## config.mk

```make
export PLATFORM = sky130hd
export DESIGN_NAME = dmem_arbiter
export DESIGN_NICKNAME = d
export VERILOG_FILES = /design/src/rtl/dmem_arbiter.sv
export SDC_FILE = /design/constraint.sdc
export NUM_CORES = 1
export LEC_CHECK = 0
export BUFFER_PORTS_ARGS = -buffer_cell sky130_fd_sc_hd__clkbuf_2
export CORE_AREA = 2 2 127 129
export CTS_CLUSTER_SIZE = 28
export DETAILED_ROUTE_END_ITERATION = 12
export DIE_AREA = 0 0 129 131
export PLACE_DENSITY = 0.65
export SETUP_SLACK_MARGIN = 0.1
export SLEW_MARGIN = 10
export SYNTH_ARGS = -nofsm -noshare
export SYNTH_HDL_FRONTEND = slang
export SYNTH_SLANG_ARGS = --single-unit
```

## constraint.sdc

```tcl
create_clock -name clk -period 2.9 [get_ports clk]
set_input_delay 0.58 -clock clk [delete_from_list [all_inputs] [get_ports clk]]
set_output_delay 0.58 -clock clk [all_outputs]
set_load 0.01 [all_outputs]
```

## src/rtl/dmem_arbiter.sv

```systemverilog
`default_nettype none
// ============================================================================
// Module      : dmem_arbiter
// Description : Two-slot data-memory arbiter. Slot0 (older) always reaches the
//               memory port first; a same-cycle slot1 request is parked in a
//               hold register and issued in the following cycle (HOLD1).
//               Tracks dual-request cycles and flags read+write requests.
// Revision    : 1.0 - initial release
// ============================================================================
module dmem_arbiter #(
  parameter int ADDR_W = 32,
  parameter int CNT_W  = 16
) (
  input  logic              clk,
  input  logic              rst_n,
  // slot0 (older) request
  input  logic              req0_valid_i,
  output logic              req0_ready_o,
  input  logic [ADDR_W-1:0] req0_addr_i,
  input  logic [31:0]       req0_wdata_i,
  input  logic [3:0]        req0_we_i,
  input  logic              req0_re_i,
  // slot1 (younger) request
  input  logic              req1_valid_i,
  output logic              req1_ready_o,
  input  logic [ADDR_W-1:0] req1_addr_i,
  input  logic [31:0]       req1_wdata_i,
  input  logic [3:0]        req1_we_i,
  input  logic              req1_re_i,
  // responses
  output logic              rsp0_valid_o,
  output logic [31:0]       rsp0_rdata_o,
  output logic              rsp1_valid_o,
  output logic [31:0]       rsp1_rdata_o,
  // memory port
  output logic [ADDR_W-1:0] mem_addr_o,
  output logic [31:0]       mem_wdata_o,
  output logic [3:0]        mem_we_o,
  output logic              mem_re_o,
  input  logic [31:0]       mem_rdata_i,
  // status
  output logic              busy_o,
  output logic [CNT_W-1:0]  conflict_cnt_o,
  output logic              err_o
);

  typedef enum logic [0:0] {
    S_IDLE  = 1'b0,
    S_HOLD1 = 1'b1
  } state_e;

  localparam logic [CNT_W-1:0] C_CNT_MAX = '1;
  localparam logic [CNT_W-1:0] C_CNT_ONE = {{(CNT_W-1){1'b0}}, 1'b1};

  state_e              state_q;
  logic [ADDR_W-1:0]   hold_addr_q;
  logic [31:0]         hold_wdata_q;
  logic [3:0]          hold_we_q;
  logic                hold_re_q;
  logic [1:0]          rsp_pend_q;   // bit N: slot N has a read in flight
  logic [CNT_W-1:0]    cnt_q;
  logic                err_q;

  logic [ADDR_W-1:0]   w_sel_addr;
  logic [31:0]         w_sel_wdata;
  logic [3:0]          w_sel_we;
  logic                w_sel_re;
  logic                w_sel_any;
  logic                w_sel_slot1;
  logic                w_rdy0;
  logic                w_rdy1;
  logic                w_is_wr;
  logic                w_is_rd;
  logic                w_conflict;
  logic                w_bad;

  // Pick the request that owns the memory port this cycle (hold register wins in HOLD1).
  always_comb begin
    w_sel_addr  = '0;
    w_sel_wdata = '0;
    w_sel_we    = '0;
    w_sel_re    = 1'b0;
    w_sel_any   = 1'b0;
    w_sel_slot1 = 1'b0;
    w_rdy0      = 1'b0;
    w_rdy1      = 1'b0;
    if (rst_n) begin
      if (state_q == S_HOLD1) begin
        w_sel_addr  = hold_addr_q;
        w_sel_wdata = hold_wdata_q;
        w_sel_we    = hold_we_q;
        w_sel_re    = hold_re_q;
        w_sel_any   = 1'b1;
        w_sel_slot1 = 1'b1;
      end else if (req0_valid_i) begin
        w_sel_addr  = req0_addr_i;
        w_sel_wdata = req0_wdata_i;
        w_sel_we    = req0_we_i;
        w_sel_re    = req0_re_i;
        w_sel_any   = 1'b1;
        w_rdy0      = 1'b1;
        w_rdy1      = req1_valid_i;
      end else if (req1_valid_i) begin
        w_sel_addr  = req1_addr_i;
        w_sel_wdata = req1_wdata_i;
        w_sel_we    = req1_we_i;
        w_sel_re    = req1_re_i;
        w_sel_any   = 1'b1;
        w_sel_slot1 = 1'b1;
        w_rdy1      = 1'b1;
      end
    end
  end

  // Any byte enable makes it a write; a read is issued only when no enable is set.
  assign w_is_wr    = w_sel_any & (|w_sel_we);
  assign w_is_rd    = w_sel_any & ~(|w_sel_we) & w_sel_re;
  assign w_conflict = w_rdy0 & w_rdy1;
  assign w_bad      = (w_rdy0 & req0_re_i & (|req0_we_i)) |
                      (w_rdy1 & req1_re_i & (|req1_we_i));

  // Controller state, hold register, response tracking and status counters.
  always_ff @(posedge clk) begin
    if (!rst_n) begin
      state_q      <= S_IDLE;
      hold_addr_q  <= '0;
      hold_wdata_q <= '0;
      hold_we_q    <= '0;
      hold_re_q    <= 1'b0;
      rsp_pend_q   <= 2'b00;
      cnt_q        <= '0;
      err_q        <= 1'b0;
    end else begin
      case (state_q)
        S_IDLE:  state_q <= w_conflict ? S_HOLD1 : S_IDLE;
        default: state_q <= S_IDLE;
      endcase
      if (w_conflict) begin
        hold_addr_q  <= req1_addr_i;
        hold_wdata_q <= req1_wdata_i;
        hold_we_q    <= req1_we_i;
        hold_re_q    <= req1_re_i;
        if (cnt_q != C_CNT_MAX) begin
          cnt_q <= cnt_q + C_CNT_ONE;
        end
      end
      rsp_pend_q <= {w_is_rd & w_sel_slot1, w_is_rd & ~w_sel_slot1};
      if (w_bad) begin
        err_q <= 1'b1;
      end
    end
  end

  // All outputs are forced low while reset is held.
  assign req0_ready_o   = w_rdy0;
  assign req1_ready_o   = w_rdy1;
  assign mem_addr_o     = (w_is_wr | w_is_rd) ? w_sel_addr : '0;
  assign mem_wdata_o    = w_is_wr ? w_sel_wdata : 32'h0;
  assign mem_we_o       = w_is_wr ? w_sel_we : 4'h0;
  assign mem_re_o       = w_is_rd;
  assign rsp0_valid_o   = rst_n & rsp_pend_q[0];
  assign rsp1_valid_o   = rst_n & rsp_pend_q[1];
  assign rsp0_rdata_o   = rsp0_valid_o ? mem_rdata_i : 32'h0;
  assign rsp1_rdata_o   = rsp1_valid_o ? mem_rdata_i : 32'h0;
  assign busy_o         = rst_n & (state_q == S_HOLD1);
  assign conflict_cnt_o = rst_n ? cnt_q : '0;
  assign err_o          = rst_n & err_q;

endmodule
`default_nettype wire

```

==> results of run 1 <==
## per-layer routing
layer | global-route usage | routed length (um) | vias up
met5 | 0 | 0 | -
li1 | - | - | 3136
met4 | 0.0978 | 592 | 0
met1 | 0.256 | 7880 | 2949
met3 | 0.0301 | 1330 | 28
met2 | 0.383 | 10100 | 285
## final timing paths
path | from | endpoint | cells after the start
hold / removal | hold_we_q[1] | hold_we_q[1] | 2
setup / recovery | state_q | mem_re_o | 6
setup reg to reg | state_q | cnt_q[13] | 5
hold reg to reg | hold_we_q[1] | hold_we_q[1] | 2
## per-stage QoR
stage | power, mW | hold slack [ps] | setup WS, ps
global placement | 1.87 | 439 | 254
floorplan | 1.59 | 432 | 418
detailed placement | 1.87 | 446 | 227
CTS | 2.97 | 448 | 154
global route | 3.08 | 466 | 100
finish | 2.94 | 451 | 185
## flip-flops by register name, summed over array words and instances (netlist names)
register	cells
cnt_q	16
err_q	1
hold_addr_q	32
hold_re_q	1
hold_wdata_q	32
hold_we_q	4
rsp_pend_q	2
state_q	1
## area by class of cell
type,instances,area (um^2)
Fill cell,1640,8350
Multi-Input combinational cell,528,3030
Timing Repair Buffer,343,1860
Sequential cell,89,1790
Tap cell,216,270
Clock buffer,9,225
Clock inverter,7,46.3
Inverter,6,27.5
## critical path: stages, from the launching register on
cell and delay, ps:
dfxtp_4 430, and3b_1 200, o41ai_1 360, and4_4 350, buf_6 180, nor2b_1 140
clkbuf_2 140
## cells in the final DEF (no fill, tap or decap), drive strengths merged, types with 2 or more instances in the layout
cell type	n
nor4	3
and3b	3
o41ai	3
a21o	2
nand3	8
clkinvlp	3
mux2i	2
and4	3
nand3b	3
a222oi	64
o21ai	11
a21oi	114
buf	14
nand4	4
and2	19
clkbuf	338
o31ai	6
or4	5
or3	9
nor2	35
dfxtp	89
clkinv	4
inv	6
nand2	160
and3	65
## timing repair
item / in CTS / in global routing
resized for setup: 2 / 2
endpoints found under the setup margin: 65 / 25
hold endpoints to repair: 0 / 0
gates cloned: 0 / 1
pin swaps: 0 / 1
## kinds of logic (layout without fill, tap and decap cells)
group,count (synthesis),in the layout
AOI/OAI and AO/OA,202,202
and+or+nand+nor,322,322
buffers and inverters,82,365
muxes,3,3
DFF,89,89
adders and majority gates,1,1
## power by group
part | switching, mW | total, mW | internal, mW
clock | 0.503 | 1.08 | 0.579
combinational | 0.325 | 0.575 | 0.250
sequential | 0.0276 | 1.28 | 1.26
total | 0.857 | 2.94 | 2.08
==> impl_metrics.yaml, run 1 <==
hold_path:
  hp-class: "reg2reg"
synthesis:
  synth_compound_area_frac: 0.266
  synthMuxAreaShare: 0.00608
  async_flop_share: 0
  seq_area_frac_synth: 0.346
  synth_nets: 874
  yosysTopAreaCellShare: 0.346
  yosys.area_share.adder: 0.00243
  synthesis.instances: 699
  synth_xor_area_frac: 0
  synthFlopType: "dfxtp_1"
  yosys-top-cells-area: "dfxtp_1 (35%), a222oi_1 (12%), nand2_1 (12%), a21oi_1 (11%), and3_1 (7.9%)"
  yosysMostFrequentCell: "nand2_1"
  syn-cell-area_um2: 5140
  synth_edf_count: 0
  synth_cell_types: 43
  ys_ff_latch: 89
  avgSynthCellArea_um2: 7.36
  yosysWarnings: 0
  yosys.area_share.simple: 0.311
  synth_top_area_cell: "dfxtp_1"
  synth_top_family_by_area: "simple AND/OR/NAND/NOR gates"
  synth_commonest_cells: "nand2_1 (160), a21oi_1 (114), dfxtp_1 (89)"
place:
  place_area_um2: 6940
  hpwl_mm: 14.3
  dp.cells: 1181
  globalplace.congestion: 0.797
  numPortBuffers: 328
clocking:
  cts_max_level: 3
  cts_max_path_buffers: 2
  clock-sinks: 89
  numCtsBuffers: 9
  cts_setup_buffers: 0
  cts_hold_buffers: 0
  root_buffer: "clkbuf_16"
  path_clk_slew_ps: 60
  cts_tree: "done"
  insertion_delay_ps: 350
run:
  maxCapViolations: 0
worst_setup_path:
  startpoint_type: "register"
  path_class: "reg2out"
  worstSetupEndpointType: "output port"
  critPathArrivalTime_ps: 2130
  crit_required_ps: 2320
  crit_fanout: 16
  r2r_setup_slack_ps: 900
sta:
  tightestPinTransition_ps: 851
  tns_ps: 0
  finalHoldViolations: 0
  maxSlewHeadroom: 0.432
  fin_crit_ps: 2710
  setup_viol: 0
  fmax_ghz: 0.368
  finClkSkew_ps: 7.00
  timing.final.crit_share: 0.936
  finalMaxSlewViolations: 0
  rsz0062_at_grt: "no"
finish:
  fin_cells: 1198
  syn_to_final_growth_pct: 40.9
  postLayoutCoreUtil: 0.465
  drive_gt1_frac: 0.382
  fin_nets: 1152
  design_area_um2: 7250
  antenna_cells: 0
routing:
  vias: 6398
  dr.pass1.iters: 9
  vias_per_cell: 5.34
  antenna_left: 0
  route.detailed.drc: 0
  drtIter0Drc: 626
  drt-total-wl_mm: 19.9
  wire_per_inst_um: 16.6
global_route:
  grt_pass1_vias: 5428
  antenna_found_initial: 0
  grt_overflow: 0
  grt_start_max_net_pins: 83
  track_usage: 0.214
  grt_pass1_wl_mm: 28.4
floorplanning:
  die_area_um2: 16900
  initial_core_util: 0.330
  die_w_um: 129
  ios: 329
  core_um2: 15600
  die_height_um: 131
  rows: 46
pwr:
  power.leakage_nw: 3.44
  vdd_drop_max_v: 0.000238
  powerDensity_nw_per_um2: 406
status:
  status: "finished, final reports clean"
No activity file was read; power rests on OpenSTA's default activity.
==> run 2, diff against run 1 <==
--- a/config.mk
+++ b/config.mk
@@ -6,11 +6,11 @@
 export NUM_CORES = 1
 export LEC_CHECK = 0
 export BUFFER_PORTS_ARGS = -buffer_cell sky130_fd_sc_hd__clkbuf_2
-export CORE_AREA = 2 2 127 129
+export CAP_MARGIN = 20
+export CORE_AREA = 2 2 128 130
 export CTS_CLUSTER_SIZE = 28
 export DETAILED_ROUTE_END_ITERATION = 12
-export DIE_AREA = 0 0 129 131
-export PLACE_DENSITY = 0.65
+export DIE_AREA = 0 0 130 132
 export SETUP_SLACK_MARGIN = 0.1
 export SLEW_MARGIN = 10
 export SYNTH_ARGS = -nofsm -noshare
==> constraint.sdc (replaced) <==
create_clock -name clk -period 3.46 [get_ports clk]
set_input_delay 0.692 -clock clk [delete_from_list [all_inputs] [get_ports clk]]
set_output_delay 0.692 -clock clk [all_outputs]
set_load 0.01 [all_outputs]
==> impl_metrics.yaml, run 2 (same netlist as run 1, synthesis figures left out) <==
routing:
  antenna_left: 0
  wire_per_inst_um: 17.1
  drt-total-wl_mm: 20.6
  vias_per_cell: 5.35
  route.detailed.drc: 0
  dr.pass1.iters: 8
  vias: 6431
  drtIter0Drc: 607
worst_setup_path:
  crit_fanout: 50
  path_delay_family: "flip-flops"
  cp_num_buf_inv: 2
  cp-startpoint: "state_q"
  path_cells: "and3b_1, o41ai_1, and4_2, buf_12, a21oi_1, clkbuf_2"
  worstSetupEndpointType: "output port"
  reg2reg_depth: 5
  critPathArrivalTime_ps: 2440
  cp_slowest_cell: "dfxtp_1"
  path_class: "reg2out"
  crit_required_ps: 2770
  startpoint_type: "register"
  slowest_delay_ps: 600
  cp.depth: 6
  crit-reg2reg-launch: "cnt_q[0]"
floorplanning:
  initial_core_util: 0.327
  die_height_um: 132
  rows: 46
  die_w_um: 130
  die_area_um2: 17200
  core_um2: 15700
  ios: 329
clocking:
  cts_tree: "done"
  cts_setup_buffers: 0
  cts_max_level: 3
  insertion_delay_ps: 340
  path_clk_slew_ps: 60
  numCtsBuffers: 9
  clock-sinks: 89
  ctsResizeCount: 0
  cts_max_path_buffers: 2
  cts_hold_buffers: 0
  root_buffer: "clkbuf_16"
run:
  maxCapViolations: 0
sta:
  finalMaxSlewViolations: 0
  timing.final.crit_share: 0.905
  rsz0062_at_grt: "no"
  finClkSkew_ps: 7.60
  maxSlewHeadroom: 0.393
  tightestPinTransition_ps: 904
  fmax_ghz: 0.319
  layout_setup_ws_ps: 330
  fin_crit_ps: 3130
  setup_viol: 0
  finalHoldViolations: 0
  tns_ps: 0
finish:
  fin_nets: 1156
  multi_input_area_um2: 3030
  top_regs: "hold_addr_q (32), hold_wdata_q (32), cnt_q (16)"
  syn_to_final_growth_pct: 39.8
  final_cell_mix: "clkbuf_2 (328), nand2_1 (160), a21oi_1 (114)"
  layout_commonest_cell: "clkbuf_2"
  drive_gt1_frac: 0.381
  antenna_cells: 0
  seq_area_um2: 1780
  num-fill-cells: 1664
global_route:
  grt_pass1_wl_mm: 30.2
  track_usage: 0.224
  grt_pass1_vias: 5659
  antenna_found_initial: 0
  grt_start_max_net_pins: 81
  grt_overflow: 0
place:
  numPortBuffers: 328
  hpwl_mm: 15.1
  globalplace.congestion: 0.777
  place_ws_ps: 329
pwr:
  vdd_drop_max_v: 0.000226
  power.leakage_nw: 3.43
  powerDensity_nw_per_um2: 340
hold_path:
  min_from: "hold_addr_q[28]"
  hp-class: "reg2reg"
  holdPathStages: 2
status:
  status: "finished, final reports clean"
## run 2: final cells by class
class / instances / share of cell area
Clock buffer: 12 / 0.0343
Clock inverter: 3 / 0.00244
Inverter: 6 / 0.00383
Multi-Input combinational cell: 528 / 0.421
Sequential cell: 89 / 0.248
Tap cell: 216 / 0.0376
Timing Repair Buffer: 347 / 0.253
## run 2: metrics by stage
stage	hold WS (ps)	total power [mW]	std cells	util	cell area (um^2)
global placement	442	1.57	1186	0.441	6930
detailed placement	447	1.57	1186	0.441	6930
finish	453	2.44	1201	0.458	7190
floorplan	432	1.33	699	-	5140
global route	474	2.56	1201	0.458	7190
CTS	456	2.48	1201	0.458	7190
## run 2: layer usage
layer / vias to the layer above / global-route usage / part of all wire / wire [um]
met2: 303 / 0.396 / 0.50 / 10200
li1: 3142 / - / - / -
met1: 2966 / 0.268 / 0.40 / 8330
met5: - / 0 / 0 / 0
met4: 0 / 0.0723 / 0.019 / 388
met3: 20 / 0.0446 / 0.080 / 1640
## run 2: path summary, 6_finish.rpt
kind,slack [ps],endpoint
hold / removal,450,hold_addr_q[28]
setup / recovery,330,mem_addr_o[0]
hold reg to reg,450,hold_addr_q[28]
setup reg to reg,1160,cnt_q[13]
## run 2: worst register-to-register path, delay by kind of cell, from the launching register on
family / cells / cell delay (ps)
adder cells (fa/ha/maj): 1 / 230
AND/OR/NAND/NOR: 3 / 1220
multiplexers: 1 / 340
flip-flops: 1 / 400
## run 2: power by group
part / internal, mW / switching [mW]
Combinational: 0.198 / 0.272
Sequential: 1.05 / 0.0231
Clock: 0.501 / 0.397
Total: 1.75 / 0.692
